--- src/rtl/clause_cell_n_if.sv ---
// Bus bundle for one clause cell. The bin array or bench drives the master
// side and the cell sits on the slave side.
interface clause_cell_n_if #(
   parameter int NUM_LITS = 8,
   parameter int CNT_W    = 4
);
   logic                    wr_i;
   logic [2*NUM_LITS-1:0]   lit_code_i;
   logic                    eval_i;
   logic [3*NUM_LITS-1:0]   var_value_frombase_i;
   logic [3*NUM_LITS-1:0]   var_value_tobase_o;
   logic                    imp_drv_i;
   logic                    imp_valid_o;
   logic                    busy_o;
   logic                    done_o;
   logic [CNT_W-1:0]        freelitcnt_o;
   logic                    clausesat_o;
   logic                    unit_o;
   logic                    conflict_o;
   logic [NUM_LITS-1:0]     cclause_o;
   logic                    cclause_drv_i;

   modport master (
      output wr_i, lit_code_i, eval_i, var_value_frombase_i, imp_drv_i, cclause_drv_i,
      input  var_value_tobase_o, imp_valid_o, busy_o, done_o, freelitcnt_o,
             clausesat_o, unit_o, conflict_o, cclause_o
   );

   modport slave (
      input  wr_i, lit_code_i, eval_i, var_value_frombase_i, imp_drv_i, cclause_drv_i,
      output var_value_tobase_o, imp_valid_o, busy_o, done_o, freelitcnt_o,
             clausesat_o, unit_o, conflict_o, cclause_o
   );
endinterface

--- src/rtl/clause_cell_n.sv ---
// Clause evaluator holding one clause of up to NUM_LITS literals. It samples
// the variable values, classifies the clause as sat / unit / conflict, and can
// drive a one-cycle implication for the single remaining free literal.
//
// state   | meaning
// --------+------------------------------------------------------------
// IDLE    | waiting; accepts clause writes (priority) or an eval start
// SAMPLE  | registering the variable values from the base
// DECIDE  | registering status flags, count and unit slot; done pulse
// IMPLY   | driving the unit literal back to the base for one cycle
module clause_cell_n #(
   parameter int NUM_LITS = 8,
   parameter int CNT_W    = 4
) (
   input  logic            clk,
   input  logic            rst,
   clause_cell_n_if.slave  bus
);

   localparam int IDX_W = (NUM_LITS > 1) ? $clog2(NUM_LITS) : 1;

   typedef enum logic [1:0] {
      S_IDLE   = 2'd0,
      S_SAMPLE = 2'd1,
      S_DECIDE = 2'd2,
      S_IMPLY  = 2'd3
   } state_t;

   state_t                state_q, state_d;
   logic [2*NUM_LITS-1:0] lit_q, lit_d;
   logic [3*NUM_LITS-1:0] var_q, var_d;
   logic                  sat_q, sat_d;
   logic                  unit_q, unit_d;
   logic                  conf_q, conf_d;
   logic [CNT_W-1:0]      cnt_q, cnt_d;
   logic [IDX_W-1:0]      idx_q, idx_d;

   logic [NUM_LITS-1:0]   present;
   logic [NUM_LITS-1:0]   lit_true;
   logic [NUM_LITS-1:0]   lit_free;
   logic [CNT_W-1:0]      cnt_c;
   logic [IDX_W-1:0]      idx_c;
   logic                  sat_c;
   logic                  unit_c;
   logic                  conf_c;

   // Per-slot literal classification against the sampled values; the implied
   // bit of each lane plays no part in the truth value.
   always_comb begin
      present  = '0;
      lit_true = '0;
      lit_free = '0;
      for (int i = 0; i < NUM_LITS; i++) begin
         present[i]  = (lit_q[2*i +: 2] == 2'b01) || (lit_q[2*i +: 2] == 2'b10);
         lit_true[i] = ((lit_q[2*i +: 2] == 2'b01) && (var_q[3*i +: 2] == 2'b01)) ||
                       ((lit_q[2*i +: 2] == 2'b10) && (var_q[3*i +: 2] == 2'b10));
         lit_free[i] = present[i] &&
                       (var_q[3*i +: 2] != 2'b01) && (var_q[3*i +: 2] != 2'b10);
      end
   end

   // Free-literal count and lowest-indexed free slot (scanned high to low so
   // the lowest index is the last one written).
   always_comb begin
      cnt_c = '0;
      idx_c = '0;
      for (int i = 0; i < NUM_LITS; i++) begin
         cnt_c = cnt_c + CNT_W'(lit_free[i]);
      end
      for (int i = NUM_LITS - 1; i >= 0; i--) begin
         if (lit_free[i]) begin
            idx_c = IDX_W'(i);
         end
      end
   end

   // Clause status derived from the classification; exclusive by construction.
   always_comb begin
      sat_c  = |lit_true;
      unit_c = !sat_c && (cnt_c == CNT_W'(1));
      conf_c = !sat_c && (cnt_c == '0);
   end

   // State and data register; reset also aborts any evaluation in flight.
   always_ff @(posedge clk or negedge rst) begin
      if (!rst) begin
         state_q <= S_IDLE;
         lit_q   <= '0;
         var_q   <= '0;
         sat_q   <= 1'b0;
         unit_q  <= 1'b0;
         conf_q  <= 1'b0;
         cnt_q   <= '0;
         idx_q   <= '0;
      end else begin
         state_q <= state_d;
         lit_q   <= lit_d;
         var_q   <= var_d;
         sat_q   <= sat_d;
         unit_q  <= unit_d;
         conf_q  <= conf_d;
         cnt_q   <= cnt_d;
         idx_q   <= idx_d;
      end
   end

   // Next-state and register-update logic; requests outside IDLE are dropped.
   always_comb begin
      state_d = state_q;
      lit_d   = lit_q;
      var_d   = var_q;
      sat_d   = sat_q;
      unit_d  = unit_q;
      conf_d  = conf_q;
      cnt_d   = cnt_q;
      idx_d   = idx_q;
      case (state_q)
         S_IDLE: begin
            if (bus.wr_i) begin
               lit_d  = bus.lit_code_i;
               sat_d  = 1'b0;
               unit_d = 1'b0;
               conf_d = 1'b0;
               cnt_d  = '0;
            end else if (bus.eval_i) begin
               state_d = S_SAMPLE;
            end
         end
         S_SAMPLE: begin
            var_d   = bus.var_value_frombase_i;
            state_d = S_DECIDE;
         end
         S_DECIDE: begin
            sat_d  = sat_c;
            unit_d = unit_c;
            conf_d = conf_c;
            cnt_d  = cnt_c;
            idx_d  = idx_c;
            if (unit_c && bus.imp_drv_i) begin
               state_d = S_IMPLY;
            end else begin
               state_d = S_IDLE;
            end
         end
         S_IMPLY: begin
            state_d = S_IDLE;
         end
         default: begin
            state_d = S_IDLE;
         end
      endcase
   end

   // Decoded outputs: the implied lane carries {1, polarity code}, which is
   // 101 for a positive and 110 for a negative literal.
   always_comb begin
      bus.busy_o             = (state_q != S_IDLE);
      bus.done_o             = (state_q == S_DECIDE);
      bus.imp_valid_o        = (state_q == S_IMPLY);
      bus.var_value_tobase_o = '0;
      if (state_q == S_IMPLY) begin
         for (int i = 0; i < NUM_LITS; i++) begin
            if (idx_q == IDX_W'(i)) begin
               bus.var_value_tobase_o[3*i +: 3] = {1'b1, lit_q[2*i +: 2]};
            end
         end
      end
   end

   // Registered status flags and the conflict-clause mask for learning.
   always_comb begin
      bus.clausesat_o  = sat_q;
      bus.unit_o       = unit_q;
      bus.conflict_o   = conf_q;
      bus.freelitcnt_o = cnt_q;
      bus.cclause_o    = (conf_q && bus.cclause_drv_i) ? present : '0;
   end

endmodule

--- src/flat_wrapper.sv ---
// flat-port wrapper written by rule: the top's interface ports become plain ports
module clause_cell_n_flat 
#(
   parameter int NUM_LITS = 8,
   parameter int CNT_W    = 4
)
  (clk, rst, bus_wr_i, bus_lit_code_i, bus_eval_i, bus_var_value_frombase_i, bus_imp_drv_i, bus_cclause_drv_i, bus_var_value_tobase_o, bus_imp_valid_o, bus_busy_o, bus_done_o, bus_freelitcnt_o, bus_clausesat_o, bus_unit_o, bus_conflict_o, bus_cclause_o);
  clause_cell_n_if #(.NUM_LITS(NUM_LITS), .CNT_W(CNT_W)) bus_i ();
  input  logic clk;
  input  logic rst;
  input wire logic [$bits(bus_i.wr_i)-1:0] bus_wr_i;
  input wire logic [$bits(bus_i.lit_code_i)-1:0] bus_lit_code_i;
  input wire logic [$bits(bus_i.eval_i)-1:0] bus_eval_i;
  input wire logic [$bits(bus_i.var_value_frombase_i)-1:0] bus_var_value_frombase_i;
  input wire logic [$bits(bus_i.imp_drv_i)-1:0] bus_imp_drv_i;
  input wire logic [$bits(bus_i.cclause_drv_i)-1:0] bus_cclause_drv_i;
  output wire logic [$bits(bus_i.var_value_tobase_o)-1:0] bus_var_value_tobase_o;
  output wire logic [$bits(bus_i.imp_valid_o)-1:0] bus_imp_valid_o;
  output wire logic [$bits(bus_i.busy_o)-1:0] bus_busy_o;
  output wire logic [$bits(bus_i.done_o)-1:0] bus_done_o;
  output wire logic [$bits(bus_i.freelitcnt_o)-1:0] bus_freelitcnt_o;
  output wire logic [$bits(bus_i.clausesat_o)-1:0] bus_clausesat_o;
  output wire logic [$bits(bus_i.unit_o)-1:0] bus_unit_o;
  output wire logic [$bits(bus_i.conflict_o)-1:0] bus_conflict_o;
  output wire logic [$bits(bus_i.cclause_o)-1:0] bus_cclause_o;
  assign bus_i.wr_i = bus_wr_i;
  assign bus_i.lit_code_i = bus_lit_code_i;
  assign bus_i.eval_i = bus_eval_i;
  assign bus_i.var_value_frombase_i = bus_var_value_frombase_i;
  assign bus_i.imp_drv_i = bus_imp_drv_i;
  assign bus_i.cclause_drv_i = bus_cclause_drv_i;
  assign bus_var_value_tobase_o = bus_i.var_value_tobase_o;
  assign bus_imp_valid_o = bus_i.imp_valid_o;
  assign bus_busy_o = bus_i.busy_o;
  assign bus_done_o = bus_i.done_o;
  assign bus_freelitcnt_o = bus_i.freelitcnt_o;
  assign bus_clausesat_o = bus_i.clausesat_o;
  assign bus_unit_o = bus_i.unit_o;
  assign bus_conflict_o = bus_i.conflict_o;
  assign bus_cclause_o = bus_i.cclause_o;
  clause_cell_n #(.NUM_LITS(NUM_LITS), .CNT_W(CNT_W)) u_core (.clk(clk), .rst(rst), .bus(bus_i));
endmodule
--- config.mk ---
export PLATFORM = sky130hd
export DESIGN_NAME = clause_cell_n_flat
export DESIGN_NICKNAME = d
export VERILOG_FILES = /design/src/rtl/clause_cell_n_if.sv /design/src/rtl/clause_cell_n.sv /design/src/flat_wrapper.sv
export SDC_FILE = /design/constraint.sdc
export NUM_CORES = 1
export LEC_CHECK = 0
export CAP_MARGIN = 20
export CORE_MARGIN = 5
export CORE_UTILIZATION = 38
export DETAILED_ROUTE_END_ITERATION = 7
export PLACE_DENSITY = 0.74
export SETUP_SLACK_MARGIN = 0.4
export SLEW_MARGIN = 20
export SYNTH_ARGS = -nofsm -noshare
export SYNTH_HDL_FRONTEND = slang
export SYNTH_SLANG_ARGS = --single-unit
--- constraint.sdc ---
create_clock -name clk -period 8.8 [get_ports clk]
set_input_delay 1.76 -clock clk [delete_from_list [all_inputs] [get_ports clk]]
set_output_delay 1.76 -clock clk [all_outputs]
set_load 0.02 [all_outputs]
==> results of run 1 <==
[sequential cells by signal, indices dropped and copies added (netlist names)]
signal                   flops
u_core.bus.unit_o            1
u_core.bus.conflict_o        1
u_core.state_q               2
u_core.bus.freelitcnt_o      4
u_core.lit_q                16
u_core.idx_q                 3
u_core.var_q                16
u_core.bus.clausesat_o       1
[per-stage QoR]
step                area [µm²]  util (%)
floorplan                 2606         -
global placement          3466     51.58
detailed placement        3466     51.58
CTS                       3558     52.96
global route              3566     53.07
finish                    3566     53.07
[worst paths after layout]
| kind | startpoint | end | slack, ns |
|---|---|---|---|
| max reg2reg | u_core.lit_q[4]$_DFFE_PN0P_ | u_core.state_q[1]$_DFFE_PN0P_ | 4.53 |
| min in group asynchronous | rst | u_core.lit_q[8]$_DFFE_PN0P_ | 1.45 |
| min reg2reg | u_core.bus.freelitcnt_o[0]$_DFFE_PN0P_ | u_core.bus.freelitcnt_o[0]$_DFFE_PN0P_ | 0.48 |
| max in group asynchronous | rst | u_core.var_q[3]$_DFFE_PN0N_ | 6.98 |
| max | bus_cclause_drv_i | bus_cclause_o[5] | 3.77 |
| min | u_core.bus.freelitcnt_o[0]$_DFFE_PN0P_ | u_core.bus.freelitcnt_o[0]$_DFFE_PN0P_ | 0.48 |
[area by class of cell]
type                            instances  area [µm²]  share of cell area, %
Multi-Input combinational cell        194        1379                  38.67
Sequential cell                        44        1101                  30.88
Timing Repair Buffer                   80       795.8                  22.32
Tap cell                               80       100.1                  2.807
Inverter                               26       97.59                  2.737
Clock buffer                            6       82.58                  2.316
Clock inverter                          2       10.01                 0.2807
[cells in the mapped netlist (all sizes together)]
library cell  count
a211oi            1
a21o              1
a21oi             3
a22o              1
a311oi            1
and2              2
and2b             1
buf               2
clkbuf            7
dfrtp            44
fa                4
ha               19
inv              26
mux2             16
nand2            32
nand2b            4
nand3b           17
nand4             4
nor2             21
nor2b             4
nor3             15
nor3b             1
nor4              4
o211ai            1
o21ai            21
o21bai            2
o2bb2ai           2
o311ai            1
o41ai             2
or2               2
or3               2
or4               2
or4b              1
xnor2             3
xor2              4
[logic make-up (layout without fill, tap and decap cells)]
| family | after synthesis | after routing | share of synthesized area, % |
|---|---|---|---|
| fa+ha+maj | 23 | 23 | 12.19 |
| compound gates | 36 | 36 | 8.690 |
| buf+inv | 35 | 114 | 5.137 |
| xor+xnor | 7 | 7 | 2.352 |
| flops | 44 | 44 | 42.25 |
| simple gates | 112 | 112 | 22.47 |
| mux | 16 | 16 | 6.913 |
[layer usage]
layer	vias to the layer above	wire length, µm	track usage [%]
met5	-	0	0
met4	0	108	5.372
met3	10	454	4.549
met2	79	3219	27.53
met1	1012	2994	21.32
li1	1088	-	-
[critical path: stages]
cell             delay [ns]
clkdlybuf4s50_1        0.46
nand2_1                0.23
nor2_1                 0.19
clkdlybuf4s50_1        0.64
[power groups by stage]
| stage | Combinational [W] | Clock, W | Sequential, W |
|---|---|---|---|
| after floorplan | 0.000625 | 0 | 0.000356 |
| after global placement | 0.000802 | 0 | 0.000373 |
| after detailed placement | 0.000844 | 0 | 0.000379 |
| after CTS | 0.000846 | 0.000134 | 0.000375 |
| after global routing | 0.000958 | 0.000142 | 0.000389 |
| final | 0.000834 | 0.000130 | 0.000375 |
==> out/qor.yml, run 1 <==
status: "completed"
drc: 0
drive_gt1_share_pct: 9.375
hpwl_mm: 5.317
first_global_vias: 2423
dr.pass1.iters: 4
synth_nets: 342
clkLatencyLatePin_ns: 0.30
grt_usage_pct: 16.74
power_w: 0.001338
required_ns: 7.04
grt_max_degree: 45
avgSynthCellArea_um2: 9.547
finalClockSkew_ns: 0.003119
p_sw_w: 0.0006182
synth_area_leaders: "dfrtp_1 42%, ha_1 9.1%, mux2_2 6.9%"
rows: 30
ys_warn_count: 0
die_height_um: 92.82
ys_seq_area_share_pct: 42.25
setup_viol: 0
antennaDiodeCount: 0
antenna_found_initial: 0
grt_pass1_wl_mm: 11.44
ir_drop_mv: 0.1819
fin_setup_tns_ns: 0
worstSetupStartpointType: "input pin"
wl_per_cell_um: 15.69
post_cts_buffers: 0
final_cell_mix: "78 x clkdlybuf4s50_1, 44 x dfrtp_1, 32 x nand2_1"
fin_nets: 420
worstPathArrival_ns: 3.27
min_period_ns: 5.034
fp.coreArea_um2: 6719
p_int_w: 0.0007203
ys_ff_latch: 44
vias_per_cell: 5.067
rsz0062_at_grt: "false"
grt_overflow: 0
final_common_cell: "clkdlybuf4s50_1"
netlist_area_um2: 2606
first_iter_violations: 83
vias: 2189
yosysTopAreaCell: "dfrtp_1"
hold_viol: 0
cts_buffer_depth: 2
critical_path_class: "in -> out"
min_path_cells: 2
fill_cells: 587
fin_crit_sh_pct: 57.20
cts_hold_buf: 0
ioPinCount: 88
die_area_um2: 8615
worst_pin_slew_ns: 0.6392
cts_sinks: 44
wl_mm: 6.776
clkPwrFrac_pct: 9.7
place_ws_ns: 3.754
power_frac_comb_pct: 62.3
io_buffer_count: 79
ant_nets: 0
maxCapViolCount: 0
hold_path.class: "reg -> reg"
die_w_um: 92.82
max_freq_mhz: 198.7
clk_pin_slew_worst_paths_ns: 0.08
power.share.sequential_pct: 28.0
clock-root-buffer: "clkbuf_8"
slew_violations: 0
worstPathMaxFanout: 8
p_per_area_nw_per_um2: 375.4
htreeDepth: 2
cts_buffers: 5
switching_share_pct: 46.18
reg2reg_depth: 13
fin_ws_ns: 3.766
area_delta_synth_final_pct: 36.82
cts_tree: "yes"
netlist.area_leader.share_pct: 42.25
relSlewSlack_pct: 57.29
synthCells: 273
synth.distinct_cells: 40
dp_cells: 424
gp_congestion: 0.8443
holdWs_ns: 0.4850
cts-resized-gates: 0
final_cells: 432
initial_utilization_pct: 38.79
leakagePower_nw: 1.528
end_kind: "output port"
(Power assumes the default switching activity.)
==> inputs of run 2 (changes only) <==
==> constraint.sdc (replaced) <==
create_clock -name clk -period 4.8 [get_ports clk]
set_input_delay 0.96 -clock clk [delete_from_list [all_inputs] [get_ports clk]]
set_output_delay 0.96 -clock clk [all_outputs]
set_load 0.02 [all_outputs]
==> out/qor.yml, run 2 (synthesis results as in run 1) <==
dr.pass1.iters: 4  # unchanged
leakagePower_nw: 1.523  # -0.30%
cts_buffer_depth: 2  # unchanged
first_global_vias: 2291  # -5.4%
p_per_area_nw_per_um2: 680.5  # +81%
die_height_um: 92.82  # unchanged
wl_per_cell_um: 15.51  # -1.1%
power_frac_comb_pct: 61.7  # -0.6 points
hpwl_mm: 5.243  # -1.4%
antenna_found_initial: 0  # unchanged
post_cts_buffers: 0  # unchanged
critical_path.startpoint: "u_core.lit_q[0]$_DFFE_PN0P_"
dr_wl_met2_mm: 3.132  # -2.7%
clkPwrFrac_pct: 9.7  # about the same
cts_hold_buf: 0  # unchanged
dr_wl_met3_um: 433  # -4.6%
critical_path_class: "reg -> reg"
reg2reg_depth: 14  # +1
worst_pin_slew_ns: 0.6103  # -0.02889 ns
power.share.sequential_pct: 28.5  # +0.5 points
switching_share_pct: 45.57  # -0.61 points
relSlewSlack_pct: 59.22  # +1.9 points
p_sw_w: 0.001107  # +79%
antennaDiodeCount: 0  # unchanged
met1_length_mm: 3.045  # +1.7%
grt_max_degree: 45  # unchanged
clk_pin_slew_worst_paths_ns: 0.08  # about the same
ioPinCount: 88  # unchanged
worstPathArrival_ns: 4.35  # +1.08 ns
drc: 0  # unchanged
finalClockSkew_ns: 0.002064  # -0.001055 ns
maxCapViolCount: 0  # unchanged
die_w_um: 92.82  # unchanged
stdcell_area_um2: 3571  # +0.14%
grt_usage_pct: 16.65  # -0.094 points
worstReg2RegStart: "u_core.lit_q[0]$_DFFE_PN0P_"
required_ns: 5.02  # -2.02 ns
vias_per_cell: 5.079  # +0.23%
area_delta_synth_final_pct: 37.01
rsz0062_at_grt: "false"
max_freq_mhz: 242.1
r2r-end: "u_core.state_q[1]$_DFFE_PN0P_"
drive_gt1_share_pct: 9.375  # unchanged
first_iter_violations: 123  # +48%
clock-root-buffer: "clkbuf_8"
vias: 2194  # +0.23%
slew_violations: 0  # unchanged
die_area_um2: 8615  # unchanged
fin_crit_sh_pct: 86.05
fin_setup_tns_ns: 0  # unchanged
htreeDepth: 2  # unchanged
worstPathMaxFanout: 3  # -5
cts_sinks: 44  # unchanged
rows: 30  # unchanged
hold_path.class: "reg -> reg"
io_buffer_count: 79  # unchanged
wl_mm: 6.699  # -1.1%
grt_pass1_wl_mm: 11.25  # -1.7%
fin_nets: 420  # unchanged
end_kind: "register"
worstSetupStartpointType: "register"
ant_nets: 0  # unchanged
grt_overflow: 0  # unchanged
postPlaceCellArea_um2: 3466  # unchanged
status: "completed"
min_path_cells: 2  # unchanged
final_util_pct: 53.15  # +0.074 points
routed.top_layer: "met4"
min_period_ns: 4.130
clkLatencyLatePin_ns: 0.29  # about the same
cts_tree: "yes"
initial_utilization_pct: 38.79  # unchanged
cts-resized-gates: 0  # unchanged
fp.coreArea_um2: 6719  # unchanged
ir_drop_mv: 0.3839  # +110%
regToRegSetupSlack_ns: 0.67  # -3.86 ns
cts_buffers: 5  # unchanged
gp_congestion: 0.8698  # +3.0%
p_int_w: 0.001323  # +84%
endpoint: "u_core.state_q[1]$_DFFE_PN0P_"
hold_viol: 0  # unchanged
final_cell_mix: "78 x clkdlybuf4s50_1, 44 x dfrtp_1, 32 x nand2_1"
final_common_cell: "clkdlybuf4s50_1"
setup_viol: 0  # unchanged
run 2: per-layer routing:
metal / track usage, % / up-vias
li1: - / 1086
met1: 21.41 / 1037
met2: 26.99 / 64
met3: 4.874 / 7
met4: 5.128 / 0
met5: 0 / -
run 2: final cells by class:
cell class / count / area (µm²)
repair buffers: 80 / 795.8
fillers: 624 / 3148
inverters: 26 / 97.59
flip-flops and latches: 44 / 1101
well taps: 80 / 100.1
clock buffers: 8 / 90.09
multi-input cells: 194 / 1386
run 2: worst min path at each step:
stage / slack [ns] / start / endpoint
2_1_floorplan: 0.46 / u_core.idx_q[2]$_DFFE_PN0P_ / u_core.idx_q[2]$_DFFE_PN0P_
3_3_place_gp: 0.45 / u_core.bus.freelitcnt_o[0]$_DFFE_PN0P_ / u_core.bus.freelitcnt_o[0]$_DFFE_PN0P_
3_5_place_dp: 0.46 / u_core.bus.freelitcnt_o[0]$_DFFE_PN0P_ / u_core.bus.freelitcnt_o[0]$_DFFE_PN0P_
4_1_cts: 0.48 / u_core.bus.freelitcnt_o[0]$_DFFE_PN0P_ / u_core.bus.freelitcnt_o[0]$_DFFE_PN0P_
5_1_grt: 0.52 / u_core.bus.freelitcnt_o[1]$_DFFE_PN0P_ / u_core.bus.freelitcnt_o[1]$_DFFE_PN0P_
6_report: 0.47 / u_core.bus.freelitcnt_o[0]$_DFFE_PN0P_ / u_core.bus.freelitcnt_o[0]$_DFFE_PN0P_
run 2: power groups by stage:
stage               combinational [W]  clock (W)  sequential (W)
detailed placement            0.00150          0        0.000697
floorplan                     0.00115          0        0.000652
global placement              0.00145          0        0.000684
finish                        0.00150   0.000237        0.000693
global route                  0.00175   0.000256        0.000718
CTS                           0.00150   0.000243        0.000690
run 2: through the flow:
step	power, W	setup WS (ns)	hold slack (ns)	std cells
floorplan	0.001798	0.9179	0.4564	273
global placement	0.002134	0.6982	0.4537	424
detailed placement	0.002199	0.6189	0.4620	424
CTS	0.002437	0.5945	0.4791	432
global route	0.002719	0.4093	0.5161	432
finish	0.002430	0.6698	0.4730	432
run 2: worst max-delay path, stage by stage (launching register included):
cell and delay (ns):
dfrtp_1 0.37, inv_1 0.08, ha_1 0.33, nor2_2 0.18, ha_1 0.25, inv_1 0.08
fa_1 0.41, fa_1 0.54, inv_1 0.05, fa_1 0.46, fa_1 0.43, nor2_1 0.10
a21oi_1 0.07, or4b_1 0.55, o21bai_1 0.14
